===== src/rtl/cdb_pkg.sv =====
// Shared constants and types for the Common Data Bus arbiter.
// The round-robin build is selected by defining CDB_RR_EN.
package cdb_pkg;

    localparam int TAG_W  = 8;
    localparam int DATA_W = 16;

    localparam logic [TAG_W-1:0] TAG_NONE = '0;

    localparam int REQ_ADD = 0;
    localparam int REQ_MUL = 1;
    localparam int REQ_LD  = 2;

    typedef struct packed {
        logic              valid;
        logic [TAG_W-1:0]  tag;
        logic [DATA_W-1:0] data;
    } cdb_bcast_t;

endpackage


===== src/rtl/rr_arbiter.sv =====
// Combinational one-hot arbiter: round-robin from rr_ptr when CDB_RR_EN is
// defined, otherwise fixed priority with the lowest index winning.
module rr_arbiter
    import cdb_pkg::*;
#(
    parameter int NUM_REQ = 3,
    parameter int PTR_W   = (NUM_REQ > 1) ? $clog2(NUM_REQ) : 1
) (
`ifdef CDB_RR_EN
    input  logic [PTR_W-1:0]   rr_ptr,
`endif
    input  logic [NUM_REQ-1:0] eligible,
    output logic [NUM_REQ-1:0] grant
);

`ifdef CDB_RR_EN
    int idx;

    // Walk the search order backwards so the earliest eligible index wins.
    always_comb begin
        grant = '0;
        idx   = 0;
        for (int k = NUM_REQ - 1; k >= 0; k--) begin
            idx = (int'(rr_ptr) + k) % NUM_REQ;
            if (eligible[idx]) begin
                grant      = '0;
                grant[idx] = 1'b1;
            end
        end
    end
`else
    // NOTE: grant gets a default before the loop so no latch is inferred.
    always_comb begin
        grant = '0;
        for (int i = NUM_REQ - 1; i >= 0; i--) begin
            if (eligible[i]) begin
                grant    = '0;
                grant[i] = 1'b1;
            end
        end
    end
`endif

endmodule


===== src/rtl/cdb_arbiter.sv =====
// Common Data Bus arbiter: grants one completing unit per cycle and registers
// its tag/result as the broadcast. Round-robin when CDB_RR_EN is defined.
module cdb_arbiter #(
    parameter int NUM_REQ = 3,
    parameter int TAG_W   = cdb_pkg::TAG_W,
    parameter int DATA_W  = cdb_pkg::DATA_W
) (
    input  logic                      Clock,
    input  logic                      Reset,
    input  logic [NUM_REQ-1:0]        req,
    input  logic [NUM_REQ*TAG_W-1:0]  req_tag,
    input  logic [NUM_REQ*DATA_W-1:0] req_data,
    input  logic                      flush,
    output logic [NUM_REQ-1:0]        grant,
    output logic                      cdb_valid,
    output logic [TAG_W-1:0]          cdb_tag,
    output logic [DATA_W-1:0]         cdb_data,
    output logic                      err_zero_tag
);
    import cdb_pkg::*;

    localparam int PTR_W = (NUM_REQ > 1) ? $clog2(NUM_REQ) : 1;

    logic [NUM_REQ-1:0] tag_zero;
    logic [NUM_REQ-1:0] legal;
    logic [NUM_REQ-1:0] zero_req;
    logic [NUM_REQ-1:0] arb_in;
    logic               legal_any;
    logic [TAG_W-1:0]   win_tag;
    logic [DATA_W-1:0]  win_data;

    always_comb begin
        for (int i = 0; i < NUM_REQ; i++) begin
            tag_zero[i] = (req_tag[i*TAG_W +: TAG_W] == TAG_W'(TAG_NONE));
        end
    end

    // Tag-0 requesters are only consumed when no legal requester competes.
    assign legal     = (Reset || flush) ? '0 : (req & ~tag_zero);
    assign zero_req  = (Reset || flush) ? '0 : (req & tag_zero);
    assign legal_any = |legal;
    assign arb_in    = legal_any ? legal : zero_req;

`ifdef CDB_RR_EN
    logic [PTR_W-1:0] rr_ptr;
    logic [PTR_W-1:0] win_idx;

    always_comb begin
        win_idx = '0;
        for (int i = 0; i < NUM_REQ; i++) begin
            if (grant[i]) win_idx = PTR_W'(i);
        end
    end

    always_ff @(posedge Clock) begin
        if (Reset) begin
            rr_ptr <= '0;
        end else if (legal_any) begin
            rr_ptr <= (win_idx == PTR_W'(NUM_REQ - 1)) ? '0 : win_idx + 1'b1;
        end
    end
`endif

    rr_arbiter #(
        .NUM_REQ (NUM_REQ),
        .PTR_W   (PTR_W)
    ) u_rr_arbiter (
`ifdef CDB_RR_EN
        .rr_ptr   (rr_ptr),
`endif
        .eligible (arb_in),
        .grant    (grant)
    );

    always_comb begin
        win_tag  = '0;
        win_data = '0;
        for (int i = 0; i < NUM_REQ; i++) begin
            if (grant[i]) begin
                win_tag  = req_tag[i*TAG_W +: TAG_W];
                win_data = req_data[i*DATA_W +: DATA_W];
            end
        end
    end

    // NOTE: sequential state uses non-blocking assignments so every register
    // samples the pre-edge values regardless of statement order.
    always_ff @(posedge Clock) begin
        if (Reset) begin
            cdb_valid    <= 1'b0;
            cdb_tag      <= '0;
            cdb_data     <= '0;
            err_zero_tag <= 1'b0;
        end else begin
            cdb_valid <= legal_any;
            if (legal_any) begin
                cdb_tag  <= win_tag;
                cdb_data <= win_data;
            end
            if (|(req & tag_zero)) err_zero_tag <= 1'b1;
        end
    end

endmodule


===== config.mk =====
export PLATFORM = sky130hd
export DESIGN_NAME = cdb_arbiter
export DESIGN_NICKNAME = d
export VERILOG_FILES = /design/src/rtl/cdb_pkg.sv /design/src/rtl/rr_arbiter.sv /design/src/rtl/cdb_arbiter.sv
export SDC_FILE = /design/constraint.sdc
export NUM_CORES = 1
export LEC_CHECK = 0
export CAP_MARGIN = 40
export CELL_PAD_IN_SITES_DETAIL_PLACEMENT = 1
export CELL_PAD_IN_SITES_GLOBAL_PLACEMENT = 2
export CORE_MARGIN = 4
export CORE_UTILIZATION = 15
export DETAILED_ROUTE_END_ITERATION = 12
export GPL_ROUTABILITY_DRIVEN = 0
export PLACE_DENSITY_LB_ADDON = 0.08
export RECOVER_POWER = 50
export SYNTH_ARGS = -nofsm -noshare
export SYNTH_HDL_FRONTEND = slang
export SYNTH_SLANG_ARGS = --single-unit
export TNS_END_PERCENT = 50

===== constraint.sdc =====
create_clock -name Clock -period 2.1 [get_ports Clock]
set_clock_uncertainty 0.05 [all_clocks]
set_input_delay 0.21 -clock Clock [delete_from_list [all_inputs] [get_ports Clock]]
set_output_delay 0.21 -clock Clock [all_outputs]
set_load 0.005 [all_outputs]

Word-level counts from Yosys, hierarchy flattened
Cells that the tools add are included.
Cells by class
  add/subtract/negate cells: 0
  multiply operators: 0
  div/mod/pow operators: 0
  magnitude comparators: 0
  equality and inequality tests: 0
  shifts and indexed selects: 0
  multiplexer cells: 12
  bitwise operators: 3
  reduce and logical (&&, ||, !) cells: 6
Operator list (count)
  two-way mux 16 bit: 3
  zero test 8 bit: 3
  two-way mux 8 bit: 3
  two-way mux 3 bit: 6
  bitwise AND 3 bit: 2
  OR reduction 3 bit: 2
  NOT 3 bit: 1
  logical OR 1 bit: 1
Storage, ports and cells
  bits in registers: 26
  bits in latches: 0
  bits in writable memories: 0
  ROM bits: 0
  bits of input ports: 78
  output and inout bits: 29
  logic and storage cells: 25
  memories kept: 0

Logic depth before layout (Yosys ltp)
  word-level depth: 12
  depth in mapped cells: 8
  depth with buffers taken out: 7

Modules after synthesis
From an unflattened synthesis, not the netlist that was laid out.
Unflattened totals
  cells, all modules: 191
  area, all modules: 1701.6 µm²
By module, submodules not included
  cdb_arbiter: times used 1, cells each 188, area an instance 1675.4 µm², seq. area each 520.5 µm²
  rr_arbiter: times used 1, cells each 3, area an instance 26.3 µm², seq. area each 0.0 µm²

Worst setup path after synthesis
No wires, ideal clock.
  path kind: input to register
  from: input req_tag[16]
  to: register cdb_data[6]
  setup time: 0.150 ns
  arrival: 1.956 ns
  data required time: 1.900 ns
  path slack: -0.055 ns
  cell stages on the path: 8
  buffers on the path: 1
  cell sequence: or4_1 o211ai_2 a21oi_2 o21ai_4 inv_2 buf_4 a221oi_1 o32ai_1
Between the ends
  longest elaborated chain between the ends: 11
  elaborated cells on any way between the ends: 14
  classes of those cells: 9 x mux; 3 x bitwise; 2 x reduce/logical
RTL lines
  from (decl): line cdb_arbiter.sv:11  | input logic [NUM_REQ*TAG_W-1:0] req_tag,
  zero test 8 bit *: line cdb_arbiter.sv:34  | tag_zero[i] = (req_tag[i*TAG_W +: TAG_W] == TAG_W'(TAG_NONE));
  NOT 3 bit: line cdb_arbiter.sv:39  | assign legal = (Reset || flush) ? '0 : (req & ~tag_zero);
  bitwise AND 3 bit: line cdb_arbiter.sv:39
  two-way mux 3 bit: line cdb_arbiter.sv:39
  OR reduction 3 bit: line cdb_arbiter.sv:41  | assign legal_any = |legal;
  two-way mux 3 bit: line cdb_arbiter.sv:42  | assign arb_in = legal_any ? legal : zero_req;
  two-way mux 3 bit (2 in a row): line rr_arbiter.sv:36  | if (eligible[i]) begin
  two-way mux 16 bit (3 in a row): line cdb_arbiter.sv:79  | if (grant[i]) begin
  to (signal assigned): line cdb_arbiter.sv:98  | cdb_data <= win_data;
  to (decl): line cdb_arbiter.sv:17  | output logic [DATA_W-1:0] cdb_data,
Mark *: on every way between the ends. The rest lies on a longest branch, timed or not.
A chain may end at the register's enable or synchronous reset.

Final worst setup path
  from: input req_tag[22]
  to: register cdb_tag[7]
Between the ends
  longest elaborated chain between the ends: 11
  elaborated cells on any way between the ends: 14
  classes of those cells: 9 x mux; 3 x bitwise; 2 x reduce/logical
RTL lines
  zero test 8 bit *: line cdb_arbiter.sv:34
  NOT 3 bit: line cdb_arbiter.sv:39
  bitwise AND 3 bit: line cdb_arbiter.sv:39
  two-way mux 3 bit: line cdb_arbiter.sv:39
  OR reduction 3 bit: line cdb_arbiter.sv:41
  two-way mux 3 bit: line cdb_arbiter.sv:42
  two-way mux 3 bit (2 in a row): line rr_arbiter.sv:36
  two-way mux 8 bit (3 in a row): line cdb_arbiter.sv:79
  to (signal assigned): line cdb_arbiter.sv:97  | cdb_tag <= win_tag;
  to (decl): line cdb_arbiter.sv:16  | output logic [TAG_W-1:0] cdb_tag,
Marks and branches as above.

==> results.toml <==
[sta]
period_share = 0.9974
rsz0062_at_grt = "yes"
setup_viol = 0
tightest_slew_ps = 340.8
fin_crit_ps = 2095
finalMaxSlewViolations = 0
slew_headroom = 0.7728
final_hold_viol_count = 0
max_freq_mhz = 477.4

[floorplanning]
die_w_um = 104.8
start_util = 0.1528
die_area_mm2 = 0.01098
boundaryPins = 107
fp.dieH_um = 104.8
row_count = 35
coreArea_mm2 = 0.009196

[layout]
final_nets = 388
antenna_cells = 0
fin_util = 0.3550
drive_gt1_frac = 0.3204
syn_to_final_growth_pct = 132.3

[hold_path]
hp-class = "in2reg"
holdCritStartpoint = "req_tag[17]"
whs_path_depth = 3
whs_endpoint = "cdb_tag[1]$_SDFFE_PP0P_"

[synthesis]
syn_inst = 162
yosysWarnings = 0
synth_area_mm2 = 0.001405
synth_seq_area_share = 0.3704
avgSynthCellArea_um2 = 8.673
netlist.area_leader.share = 0.3704
synth.area.top_cells = "dfxtp_1 (37%), a221oi_1 (11%), o32ai_1 (10%)"
synth_commonest_cells = "dfxtp_1 (26), nor2_1 (21), inv_1 (20)"
synth_largest_area_cell = "dfxtp_1"
synth_edf_count = 0
syn-num-nets = 240
yosysMostFrequentCell = "dfxtp_1"
synth.distinct_cells = 35
ys_ff_latch = 26
async_flop_share = 0
synthFlopType = "dfxtp_1"

[clock_tree]
cts-root-buf = "clkbuf_8"
cts_tree = "yes"
clock_path_buffers = 2
cts_buffers = 3
path_clk_slew_ps = 100
h-tree-depth = 1
clkLatencyLatePin_ps = 270
numClockSinks = 26
cts_hold_buffers = 0

[routing]
drc = 0
antenna_left = 0
drt_wl_total_mm = 7.728
drt_iter0_markers = 45
dr.pass1.iters = 4
vias_per_cell = 4.540
wire_per_inst_um = 18.40
num_vias = 1907

[worst_setup_path]
crit_path_end_kind = "flop"
r2r_start = "err_zero_tag$_SDFFE_PP0P_"
arrival_ps = 2220
cp_max_fo = 5
crit_type = "in2reg"
reg2reg_depth = 2
cp-start-kind = "primary input"
rrSetupSlack_ps = 1340
r2r_end = "err_zero_tag$_SDFFE_PP0P_"
cp.required_ps = 2220

[place]
port_buffers = 106
place_hpwl_mm = 5.879

[global_route]
grt_overflow = 0
antenna_found_initial = 0
grt_pass1_wl_mm = 11.87
track_usage = 0.1361
grt_max_degree = 19
grt_pass1_vias = 2124

[run_status]
status = "complete, no violations"

[power_and_ir_drop]
powerDensity_mw_per_mm2 = 428.4
power.total_mw = 1.398
leakagePower_nw = 1.292
ir_drop_uv = 251.3

[job]
cap_violations = 0
-- kinds of logic (layout without fill, tap and decap cells) --
logic type	count (synthesis)	count (layout)	synth area share
DFF	26	26	0.3704
buffers and inverters	30	177	0.09172
and+or+nand+nor	36	36	0.1229
AOI/OAI and AO/OA	70	70	0.4150
-- registers in the layout, summed over array words and instances (netlist names) --
signal	flops
cdb_valid	1
cdb_tag	8
cdb_data	16
err_zero_tag	1
-- cell type report --
cell class              count  area [um^2]
multi-input cells         106         1042
clock buffers               4        55.05
inverters                  21        81.33
fillers                  1056         5932
flip-flops and latches     26        520.5
well taps                 111        138.9
repair buffers            152         1426
-- where the power goes --
part	switching [mW]	total [mW]	internal [mW]
registers	0.0184	0.551	0.533
logic	0.204	0.509	0.305
clock network	0.170	0.338	0.168
total	0.392	1.40	1.01
-- worst max-delay path by stage --
stage / start / to / slack, ps / depth (start not counted)
floorplan: req_tag[16] / cdb_tag[0]$_SDFFE_PP0P_ / -40 / 8
global placement: req_tag[2] / cdb_data[14]$_SDFFE_PP0P_ / -650 / 10
detailed placement: req_tag[20] / cdb_data[11]$_SDFFE_PP0P_ / -640 / 9
CTS: req_tag[18] / cdb_tag[7]$_SDFFE_PP0P_ / -30 / 10
global route: req_tag[11] / cdb_data[1]$_SDFFE_PP0P_ / -40 / 9
finish: req_tag[22] / cdb_tag[7]$_SDFFE_PP0P_ / 5 / 10
-- repair_timing --
action | in CTS | in global routing
setup endpoints to repair | 28 | 25
buffers inserted | 1 | 0
pin swaps | 21 | 8
cloned | 1 | 1
gates resized for setup | 85 | 21
-- worst max-delay path, stage by stage --
cell and delay (ps):
clkdlybuf4s15_2 200, or4_4 500, o211ai_4 280, a21oi_4 110, o21ai_4 190, inv_4 90, buf_6 130, a222oi_1 270
buf_4 180, a21oi_1 50
-- routing by layer --
layer  track usage  share of wire  vias to the layer above
met5             0              0                        -
met1        0.1614           0.43                      910
met2        0.2516           0.53                       54
li1              -              -                      941
met3       0.03335          0.044                        2
met4       0.01968         0.0038                        0
-- cell usage in the layout (no fill, tap or decap), types with 3 or more instances in the layout --
cell type / netlist / layout
a221oi_2: 0 / 13
dlygate4sd2_1: 0 / 12
inv_1: 20 / 20
or4_4: 1 / 4
a221oi_4: 0 / 4
a21boi_1: 0 / 3
buf_6: 1 / 5
dfxtp_1: 26 / 26
a21oi_1: 10 / 8
dlygate4sd3_1: 0 / 19
clkbuf_2: 0 / 4
o32ai_1: 16 / 14
a21boi_0: 7 / 3
dlymetal6s2s_1: 0 / 4
buf_4: 1 / 39
clkdlybuf4s50_1: 0 / 61
nor2_1: 21 / 21
clkbuf_8: 0 / 4
a222oi_1: 6 / 6
buf_2: 4 / 3
nand2_1: 3 / 3
-- through the flow --
step                setup TNS, ps  hold slack, ps  cell area (um^2)  setup WS, ps  std cells
floorplan                  -367.4           229.1              1428        -40.67        162
global placement           -16100           393.9              2897        -645.0        413
detailed placement         -16110           394.6              2897        -635.7        413
CTS                        -33.03           275.8              3176        -33.03        419
global route               -177.4           232.3              3264        -36.78        420
finish                          0           213.1              3264         5.425        420
No activity file was read; power rests on OpenSTA's default activity.
